===== config.mk =====
export PLATFORM = sky130hd
export DESIGN_NAME = bpred_gshare
export DESIGN_NICKNAME = d
export VERILOG_FILES = /design/src/rtl/bpred_gshare.sv
export SDC_FILE = /design/constraint.sdc
export NUM_CORES = 1
export LEC_CHECK = 0
export ABC_AREA = 1
export CORE_ASPECT_RATIO = 0.5
export CORE_MARGIN = 2
export CORE_UTILIZATION = 45
export DETAILED_ROUTE_END_ITERATION = 10
export PLACE_DENSITY = 0.78
export SETUP_SLACK_MARGIN = 0.02
export SYNTH_ARGS = -nofsm -noshare
export SYNTH_HDL_FRONTEND = slang
export SYNTH_SLANG_ARGS = --single-unit

===== constraint.sdc =====
create_clock -name i_clk -period 6.9 [get_ports i_clk]
set_clock_uncertainty 0.1 [all_clocks]
set_input_delay 1.38 -clock i_clk [delete_from_list [all_inputs] [get_ports i_clk]]
set_output_delay 1.38 -clock i_clk [all_outputs]
set_load 0.05 [all_outputs]

===== src/rtl/bpred_gshare.sv =====
// Gshare / bimodal conditional-branch predictor.
// Combinational predict path for decode; registered training, speculative global
// history with mispredict repair, and resolved-branch / mispredict counters.

`timescale 1ns/1ps

module bpred_gshare #(
  parameter int BHT_ADDR_BITS = 5,
  parameter int CNT_BITS      = 2,
  parameter int GHIST_BITS    = 5,
  parameter int GSHARE        = 1
) (
  input  logic                     i_clk,
  input  logic                     i_reset,
  // predict (decode)
  input  logic                     i_p_valid,
  input  logic [31:0]              i_p_pc,
  output logic                     o_p_taken,
  output logic [BHT_ADDR_BITS-1:0] o_p_index,
  output logic [GHIST_BITS-1:0]    o_p_hist,
  // update (execute)
  input  logic                     i_u_valid,
  input  logic [BHT_ADDR_BITS-1:0] i_u_index,
  input  logic [GHIST_BITS-1:0]    i_u_hist,
  input  logic                     i_u_taken,
  input  logic                     i_u_mispredict,
  // performance counters
  output logic [31:0]              o_cnt_branch,
  output logic [31:0]              o_cnt_miss
);

  localparam int ENTRIES = 1 << BHT_ADDR_BITS;
  // Weakly not-taken; collapses to 0 for single-bit counters.
  localparam logic [CNT_BITS-1:0] CNT_INIT = CNT_BITS'((1 << (CNT_BITS - 1)) - 1);
  localparam logic [CNT_BITS-1:0] CNT_MAX  = '1;
  localparam logic [CNT_BITS-1:0] CNT_ZERO = '0;
  localparam logic [CNT_BITS-1:0] CNT_ONE  = CNT_BITS'(1);

  logic [CNT_BITS-1:0]      r_bht [ENTRIES];
  logic [GHIST_BITS-1:0]    r_ghist;
  logic [31:0]              r_cnt_branch;
  logic [31:0]              r_cnt_miss;

  logic [BHT_ADDR_BITS-1:0] w_hist_ext;
  logic [BHT_ADDR_BITS-1:0] w_index;
  logic [CNT_BITS-1:0]      w_cnt_rd;
  logic [CNT_BITS-1:0]      w_cnt_upd;
  logic                     w_taken;
  logic [GHIST_BITS-1:0]    w_hist_repair;
  logic [GHIST_BITS-1:0]    w_hist_spec;
  logic                     w_unused_hist;
  logic                     w_unused;

  // Index formation and table read; no bypass from a same-cycle update.
  always_comb begin
    w_hist_ext                   = '0;
    w_hist_ext[GHIST_BITS-1:0]   = r_ghist;
    w_index                      = i_p_pc[BHT_ADDR_BITS+1:2] ^ ((GSHARE != 0) ? w_hist_ext : '0);
    w_cnt_rd                     = r_bht[w_index];
    w_taken                      = w_cnt_rd[CNT_BITS-1];
  end

  assign o_p_taken    = w_taken;
  assign o_p_index    = w_index;
  assign o_p_hist     = r_ghist;
  assign o_cnt_branch = r_cnt_branch;
  assign o_cnt_miss   = r_cnt_miss;

  // Next history values for repair and speculative shift (1-bit history is just the outcome).
  generate
    if (GHIST_BITS == 1) begin : g_hist1
      assign w_hist_repair = i_u_taken;
      assign w_hist_spec   = w_taken;
      assign w_unused_hist = i_u_hist[0];
    end else begin : g_histn
      assign w_hist_repair = {i_u_hist[GHIST_BITS-2:0], i_u_taken};
      assign w_hist_spec   = {r_ghist[GHIST_BITS-2:0], w_taken};
      assign w_unused_hist = i_u_hist[GHIST_BITS-1];
    end
  endgenerate

  assign w_unused = ^{i_p_pc[31:BHT_ADDR_BITS+2], i_p_pc[1:0], w_unused_hist};

  // Saturating increment/decrement of the counter being trained.
  always_comb begin
    w_cnt_upd = r_bht[i_u_index];
    if (i_u_taken) begin
      if (r_bht[i_u_index] != CNT_MAX) w_cnt_upd = r_bht[i_u_index] + CNT_ONE;
    end else begin
      if (r_bht[i_u_index] != CNT_ZERO) w_cnt_upd = r_bht[i_u_index] - CNT_ONE;
    end
  end

  // Counter table: reset to weakly not-taken, train on every resolved branch.
  always_ff @(posedge i_clk or posedge i_reset) begin
    if (i_reset) begin
      for (int i = 0; i < ENTRIES; i++) r_bht[i] <= CNT_INIT;
    end else if (i_u_valid) begin
      r_bht[i_u_index] <= w_cnt_upd;
    end
  end

  // Global history: a mispredict repair wins over a wrong-path speculative shift.
  always_ff @(posedge i_clk or posedge i_reset) begin
    if (i_reset) begin
      r_ghist <= '0;
    end else if (i_u_valid && i_u_mispredict) begin
      r_ghist <= w_hist_repair;
    end else if (i_p_valid) begin
      r_ghist <= w_hist_spec;
    end
  end

  // Free-running performance counters, wrapping modulo 2^32.
  always_ff @(posedge i_clk or posedge i_reset) begin
    if (i_reset) begin
      r_cnt_branch <= '0;
      r_cnt_miss   <= '0;
    end else if (i_u_valid) begin
      r_cnt_branch <= r_cnt_branch + 32'd1;
      if (i_u_mispredict) r_cnt_miss <= r_cnt_miss + 32'd1;
    end
  end

endmodule

==> flow_summary.json <==
{
  "port_buffers": 94,
  "critPathBufInv": 2,
  "synthFlopType": "dfrtp_1",
  "die_y_um": 94.58,
  "drt-initial-drc-count": 561,
  "area_growth_pct": 22.75,
  "ys_ff_latch": 133,
  "status": "complete, no violations",
  "path_depth": 8,
  "ctsHoldBuffers": 0,
  "synth.top_cells.by_count": "nand2_1 (436), inv_1 (128), dfrtp_1 (101), nand3_1 (93), nor2_1 (80)",
  "yosys.area.top_type_share_pct": 34.23,
  "drv_cap": 0,
  "cts_buffer_depth": 2,
  "insertion_delay_ns": 0.41,
  "synth_warnings": 0,
  "vias": 6938,
  "rsz0062_at_grt": "no",
  "start_util_pct": 45.51,
  "die_w_um": 185.2,
  "drive_above_1_share_pct": 6.508,
  "cts_setup_buffers": 0,
  "crit_family": "buffers and inverters",
  "p_leak_nw": 4.392,
  "power_density_nw_per_um2": 275.1,
  "dp_cells": 1332,
  "reg2reg_depth": 12,
  "drt_first_pass_iters": 5,
  "slew_headroom_pct": 18.19,
  "gp_congestion": 0.8862,
  "syn_inst": 1030,
  "startpoint_type": "input port",
  "worstMarginPinSlew_ns": 1.224,
  "post-route-min-period_ns": 5.389,
  "wl_met2_mm": 9.129,
  "layout.cells.non_filler": 1364,
  "ys_types": 30,
  "critPathMaxFanout": 9,
  "root_buffer": "clkbuf_16",
  "critPathMaxStageDelay_ns": 0.81,
  "drc": 0,
  "globalRouteOverflowTotal": 0,
  "grt_util_all_layers_pct": 23.11,
  "cts_buffers": 17,
  "grt_max_degree": 89,
  "slowest_stage": "clkdlybuf4s50_1",
  "min_path_type": "flip-flop to flip-flop",
  "synth.most_common_cell": "nand2_1",
  "diodes": 0,
  "highest_layer": "met4",
  "synthTopCellsByArea": "dfrtp_1 (34%), nand2_1 (22%), dfstp_2 (11%), inv_1 (6.5%), nand3_1 (6.3%)",
  "cp_common_cell": "nand3_1",
  "setup_violations": 0,
  "hold-path-cell-count": 2,
  "cts_sinks": 133,
  "die_area_um2": 17510,
  "fin_crit_sh_pct": 78.10,
  "cts-resized-gates": 0,
  "syn_nets": 1080,
  "cts_tree": "done",
  "top_level_ports": 123,
  "wirelength_met1_mm": 8.527,
  "wl_met3_mm": 1.150,
  "crit_chain": "clkdlybuf4s50_1 -> xor2_1 -> nand3_1 -> nand3_1 -> nand3_1 -> nand3_1 -> and2_1 -> clkdlybuf4s50_1",
  "ir_drop_mv": 0.1573,
  "synth_edf_count": 0,
  "wire_per_inst_um": 14.02,
  "num-nets-final": 1174,
  "grt_pass1_vias": 6681,
  "htreeDepth": 4,
  "max_freq_mhz": 185.6,
  "yosys.area.top_type": "dfrtp_1",
  "antenna_found_initial": 0,
  "rows": 33,
  "hold_viol_final": 0,
  "end_kind": "primary output",
  "final_max_slew_viol_count": 0,
  "dp_hpwl_mm": 12.98,
  "finalSetupTns_ns": 0,
  "core_um2": 16230,
  "synthArstFlopShare_pct": 100.0,
  "ant_nets": 0,
  "synth_sequential_area_ratio_pct": 45.61,
  "grt_pass1_wl_mm": 32.08,
  "worstPathRequired_ns": 5.42,
  "syn_area_um2": 7385,
  "arrival_ns": 3.91,
  "drt_wl_total_mm": 19.13,
  "clk_pin_slew_ns": 0.06,
  "synth_area_per_cell_um2": 7.169,
  "via_per_inst": 5.087,
  "crit_type": "input port to primary output"
}
==> logic make-up (layout without fill, tap and decap cells) <==
family | after synthesis | count (layout) | synth area share [%]
simple gates | 664 | 664 | 37.00
buf+inv | 152 | 259 | 8.387
flops | 133 | 133 | 45.61
xor+xnor | 61 | 61 | 7.235
compound gates | 18 | 18 | 1.423
fa+ha+maj | 2 | 2 | 0.3388
==> per-layer routing <==
| layer | vias to the layer above | GRT usage [%] |
|---|---|---|
| met5 | - | 0 |
| met4 | 0 | 8.995 |
| met3 | 33 | 3.972 |
| met2 | 252 | 38.36 |
| met1 | 3293 | 30.54 |
| li1 | 3360 | - |
==> final timing paths <==
check                           startpoint  slack [ns]               end
worst min register to register   r_bht[62]        0.36         r_bht[62]
worst max-delay path             i_p_pc[3]        1.51         o_p_taken
min in group asynchronous          i_reset        1.50  o_cnt_branch[10]
worst max register to register   r_bht[47]        4.38          r_bht[7]
max in group asynchronous          i_reset        4.00          r_bht[1]
worst min-delay path             r_bht[62]        0.36         r_bht[62]
==> final cells by class <==
cell class	instances	area [µm²]
multi-input cells	745	3397
flip-flops and latches	133	3368
clock buffers	18	429.2
clock inverters	14	128.9
inverters	129	486.7
repair buffers	98	970.9
well taps	227	284.0
fillers	1451	7162
==> cells in the final DEF (no fill, tap or decap), drive strengths merged, types with 25 or more instances in the layout <==
cell type,count
nand3,94
nand2,438
clkdlybuf4s50,94
nor3,25
xor2,29
dfstp,32
dfrtp,101
nor2,80
inv,131
xnor2,32
==> power by group <==
| group | leakage [nW] | switching [mW] | internal [mW] |
|---|---|---|---|
| clock network | 0.255 | 0.358 | 0.497 |
| registers | 1.70 | 0.0937 | 0.899 |
| logic | 2.44 | 0.440 | 0.206 |
==> tightest hold or removal path, delay by kind of cell, from the launching register on <==
kind	cells	cell delay, ns
DFF	1	0.37
and+or+nand+nor	2	0.09
==> through the flow <==
| stage | util [%] | worst slack (ns) | hold slack (ns) | power (mW) | area, µm² |
|---|---|---|---|---|---|
| 3_5_place_dp | 52.43 | 1.527 | 0.3550 | 1.645 | 8507 |
| 5_1_grt | 55.86 | 1.305 | 0.3804 | 2.614 | 9065 |
| 6_report | 55.86 | 1.511 | 0.3645 | 2.494 | 9065 |
| 4_1_cts | 55.86 | 1.515 | 0.3668 | 2.507 | 9065 |
| 2_1_floorplan | - | 1.919 | 0.3465 | 1.436 | 7385 |
| 3_3_place_gp | 52.43 | 1.519 | 0.3519 | 1.630 | 8507 |
==> sequential cells by signal, indices dropped and copies added (netlist names) <==
register and cells:
o_cnt_branch 32, o_p_hist 5, o_cnt_miss 32, r_bht 64
No activity file was read; power rests on OpenSTA's default activity.
==> patch 1 (same flow settings) <==
Register the input `i_u_hist` before use. The logic sees it one clock later. The other inputs are not delayed to match.
--- a/src/rtl/bpred_gshare.sv
+++ b/src/rtl/bpred_gshare.sv
@@ -38,2 +38,8 @@
 
+  logic [GHIST_BITS-1:0] i_u_hist_q;
+
+  always_ff @(posedge i_clk) begin
+    i_u_hist_q <= i_u_hist;
+  end
+
   logic [CNT_BITS-1:0]      r_bht [ENTRIES];
@@ -73,7 +79,7 @@
       assign w_hist_spec   = w_taken;
-      assign w_unused_hist = i_u_hist[0];
+      assign w_unused_hist = i_u_hist_q[0];
     end else begin : g_histn
-      assign w_hist_repair = {i_u_hist[GHIST_BITS-2:0], i_u_taken};
+      assign w_hist_repair = {i_u_hist_q[GHIST_BITS-2:0], i_u_taken};
       assign w_hist_spec   = {r_ghist[GHIST_BITS-2:0], w_taken};
-      assign w_unused_hist = i_u_hist[GHIST_BITS-1];
+      assign w_unused_hist = i_u_hist_q[GHIST_BITS-1];
     end
Function: changed (Yosys sat finds a counterexample within 4 cycles, from zero or initial values and one cycle with i_reset high).
==> patch 1 against the unedited design <==
  * Combinational power rose by 5.7%
  * Total power rose by 8.0%
  * Register-to-register slack got worse by 380 ps
  * Sequential share of layout area rose by 0.23 points
  * Routed wire length barely moved
  * Design area rose by 1.8%
  * Synthesized cell count rose by 1.5%
  * Maximum frequency fell by 2.8%
  * Clock power rose by 16%
  * Highest routed layer unchanged
  * Worst setup slack got worse by 160 ps
  * Sequential cell count rose by 4
  * Synthesized area rose by 1.1%
  * Cell count rose by 1.1%
==> patch 1: results <==
{
  "outcome": "complete, no violations",
  "synth_cell_types": 29,
  "synth.avg_cell_area_um2": 7.147,
  "arrival_ps": 4070,
  "drt-met1-wl_mm": 8.793,
  "synth-seq-area-share_pct": 46.17,
  "grt_max_degree": 84,
  "seq_share_pct": 37.38,
  "place_congestion": 0.9096,
  "powerClk_uw": 989,
  "async_flop_share_pct": 97.08,
  "grt_first_pass_wirelength_mm": 31.81,
  "multi_input_gates": 750,
  "clock_cell_area_share_pct": 6.918,
  "final_nets": 1189,
  "wl_met2_mm": 8.818,
  "numSequentialCells": 137,
  "gr-usage-met2_pct": 37.58,
  "grt_pass1_vias": 6678,
  "synthTopCellsByArea": "dfrtp_1, nand2_1, dfstp_2, inv_1, nand3_1",
  "worst_slew_pin_slew_ps": 1286,
  "synth_common_cells": "nand2_1, inv_1, dfrtp_1",
  "multi_input_area_share_pct": 36.65,
  "route.met3.wl_mm": 1.164,
  "synthesis.nets": 1095,
  "p_int_mw": 1.755,
  "drive_above_1_share_pct": 6.163,
  "vdd_drop_max_v": 0.0001750,
  "nonClkBufAreaFrac_pct": 10.36,
  "grtUsageMet3_pct": 4.545,
  "n_all_buffers": 96,
  "n_all_inverters": 137
}
[patch 1: cell types whose count changed after synthesis, moves of 2 or more]
cell and delta:
o21ai_0 -2, nor2_1 +5, xor2_1 +9, inv_1 +7, nand3_1 -11, nand4_1 -5, dfxtp_1 +4, nor3_1 +5
nand2_1 +12, buf_2 -2, xnor2_1 -10, a21oi_1 +3
[patch 1: through the flow]
stage	utilization (%)	area (µm²)	power, mW	hold slack [ps]	setup WS (ps)
finish	56.56	9224	2.694	358.4	1355
CTS	56.56	9224	2.704	359.0	1362
global route	56.56	9224	2.815	379.3	1249
global placement	52.64	8586	1.700	335.9	1374
detailed placement	52.64	8586	1.714	344.3	1350
floorplan	-	7468	1.495	319.6	1919
[patch 1: cells by family (layout without fill, tap and decap cells)]
| group | after synthesis | after routing | share of synthesized area (%) |
|---|---|---|---|
| adders and majority gates | 2 | 2 | 0.3350 |
| and+or+nand+nor | 669 | 669 | 36.42 |
| DFF | 137 | 137 | 46.17 |
| xor gates and xnor gates | 60 | 60 | 7.036 |
| AOI/OAI and AO/OA | 19 | 19 | 1.474 |
| buffers and inverters | 158 | 265 | 8.561 |
[patch 1: final timing paths]
path	cells after the start	slack (ps)	startpoint	to
max in group asynchronous	3	3980	i_reset	r_bht[17]$_DFFE_PP0P_
setup reg to reg	12	4000	r_bht[21]$_DFFE_PP0P_	r_bht[8]$_DFFE_PP1P_
setup / recovery	8	1350	i_p_pc[3]	o_p_taken
min in group asynchronous	2	1440	i_reset	o_cnt_miss[7]$_DFFE_PP0P_
hold / removal	2	360	i_u_hist_q[2]$_DFF_P_	o_p_hist[3]$_DFFE_PP0P_
hold reg to reg	2	360	i_u_hist_q[2]$_DFF_P_	o_p_hist[3]$_DFFE_PP0P_
==> patch 2 (same settings) <==
Made on the original files. Set the parameter `CNT_BITS` to 1 (it was 2).
--- a/src/rtl/bpred_gshare.sv
+++ b/src/rtl/bpred_gshare.sv
@@ -8,3 +8,3 @@
   parameter int BHT_ADDR_BITS = 5,
-  parameter int CNT_BITS      = 2,
+  parameter int CNT_BITS      = 1,
   parameter int GHIST_BITS    = 5,
Formal check against the unedited RTL: not equivalent (Yosys sat finds a counterexample within 4 cycles, from zero or initial values and one cycle with i_reset high).
==> patch 2 against the unedited design <==
  * Total power is 23% lower
  * Combinational power is 1% lower
  * Critical path depth stayed put
  * Critical path type unchanged
  * Maximum frequency is 2.5% lower
  * Register-to-register slack better by 510 ps
  * Worst setup slack worse by 140 ps
  * Synthesized area is 29% lower
  * Sequential cell count is 32 lower
  * Count of clock-buffer cells in the layout is 6 lower
  * Design area is 27% lower
  * Critical endpoint unchanged
  * Routed wire length is 36% lower
==> patch 2: results <==
{
  "wl_met2_mm": 5.718,
  "grtUsageMet3_pct": 4.479,
  "reg2reg_to": "o_p_hist[0]$_DFFE_PP0P_",
  "timing.final.ws_setup_ps": 1373,
  "grt_use_total_pct": 20.66,
  "clock_latency_ps": 340,
  "arrival_ps": 4050,
  "grt_max_degree": 62,
  "outcome": "complete, no violations",
  "synth_common_cells": "nand2_1, dfrtp_1, inv_1",
  "drive_above_1_share_pct": 5.602,
  "reg2regPathDepth": 7,
  "cts-buffers-inserted": 9,
  "dp_cells": 857,
  "slowest_delay_ps": 790,
  "post_dp_cell_area_mm2": 0.006356,
  "synth-xor-area-share_pct": 10.36,
  "antenna_found_initial": 0,
  "grt_pass1_vias": 4176,
  "holdWs_ps": 375.8,
  "vdd_drop_max_v": 0.0001265,
  "grt_util_met1_pct": 28.31,
  "top_layer": "met4",
  "p_leak_nw": 3.181,
  "drtIter0Drc": 260,
  "min_from": "o_cnt_miss[31]$_DFFE_PP0P_",
  "pre_cts_slack_ps": 1408,
  "r2r_start": "o_p_hist[1]$_DFFE_PP0P_",
  "min_to": "o_cnt_miss[31]$_DFFE_PP0P_",
  "hold_viol_final": 0,
  "r2r_slack_ps": 4890,
  "worst_slew_pin_slew_ps": 915.5,
  "drt-met1-wl_mm": 5.759,
  "worstPathMaxFanout": 9,
  "final_nets": 759,
  "synthTopCellsByArea": "dfrtp_1, nand2_1, inv_1, xor2_1, nand3_1",
  "power_mw": 1.924,
  "cts_max_level": 3,
  "place_congestion": 0.8552,
  "dp.final_hpwl_mm": 8.820,
  "synth-seq-area-share_pct": 48.21,
  "gr-usage-met2_pct": 33.39,
  "vias": 4419,
  "dr.pass1.iters": 4,
  "grt_first_pass_wirelength_mm": 20.57,
  "synthCells": 611,
  "routed_wl_mm": 12.24,
  "routedWlPerCell_um": 14.02,
  "synthAdderAreaFrac_pct": 0.4773,
  "min_path_cells": 1,
  "synth_compound_area_share_pct": 6.778,
  "synthesis.nets": 661
}
[patch 2: changes by cell type after synthesis, moves of 25 or more]
| cell | before | now |
|---|---|---|
| a21oi_1 | 1 | 26 |
| a31oi_1 | 0 | 26 |
| dfstp_2 | 32 | 0 |
| inv_1 | 128 | 92 |
| nand2_1 | 436 | 120 |
| nand3_1 | 93 | 54 |
| nor2_1 | 80 | 36 |
[patch 2: power by group]
group	switching, mW	internal, mW	leakage, nW	total (mW)
registers	0.0893	0.686	1.26	0.775
clock network	0.219	0.294	0.147	0.514
logic	0.424	0.211	1.77	0.636
[patch 2: cell type report]
type	count	area, µm²
clock buffer	12	246.5
inverter	95	359.1
tap	159	198.9
timing repair buffer	95	948.4
clock inverter	4	56.30
multi-input combinational	407	2322
fill	1005	4523
sequential	101	2527
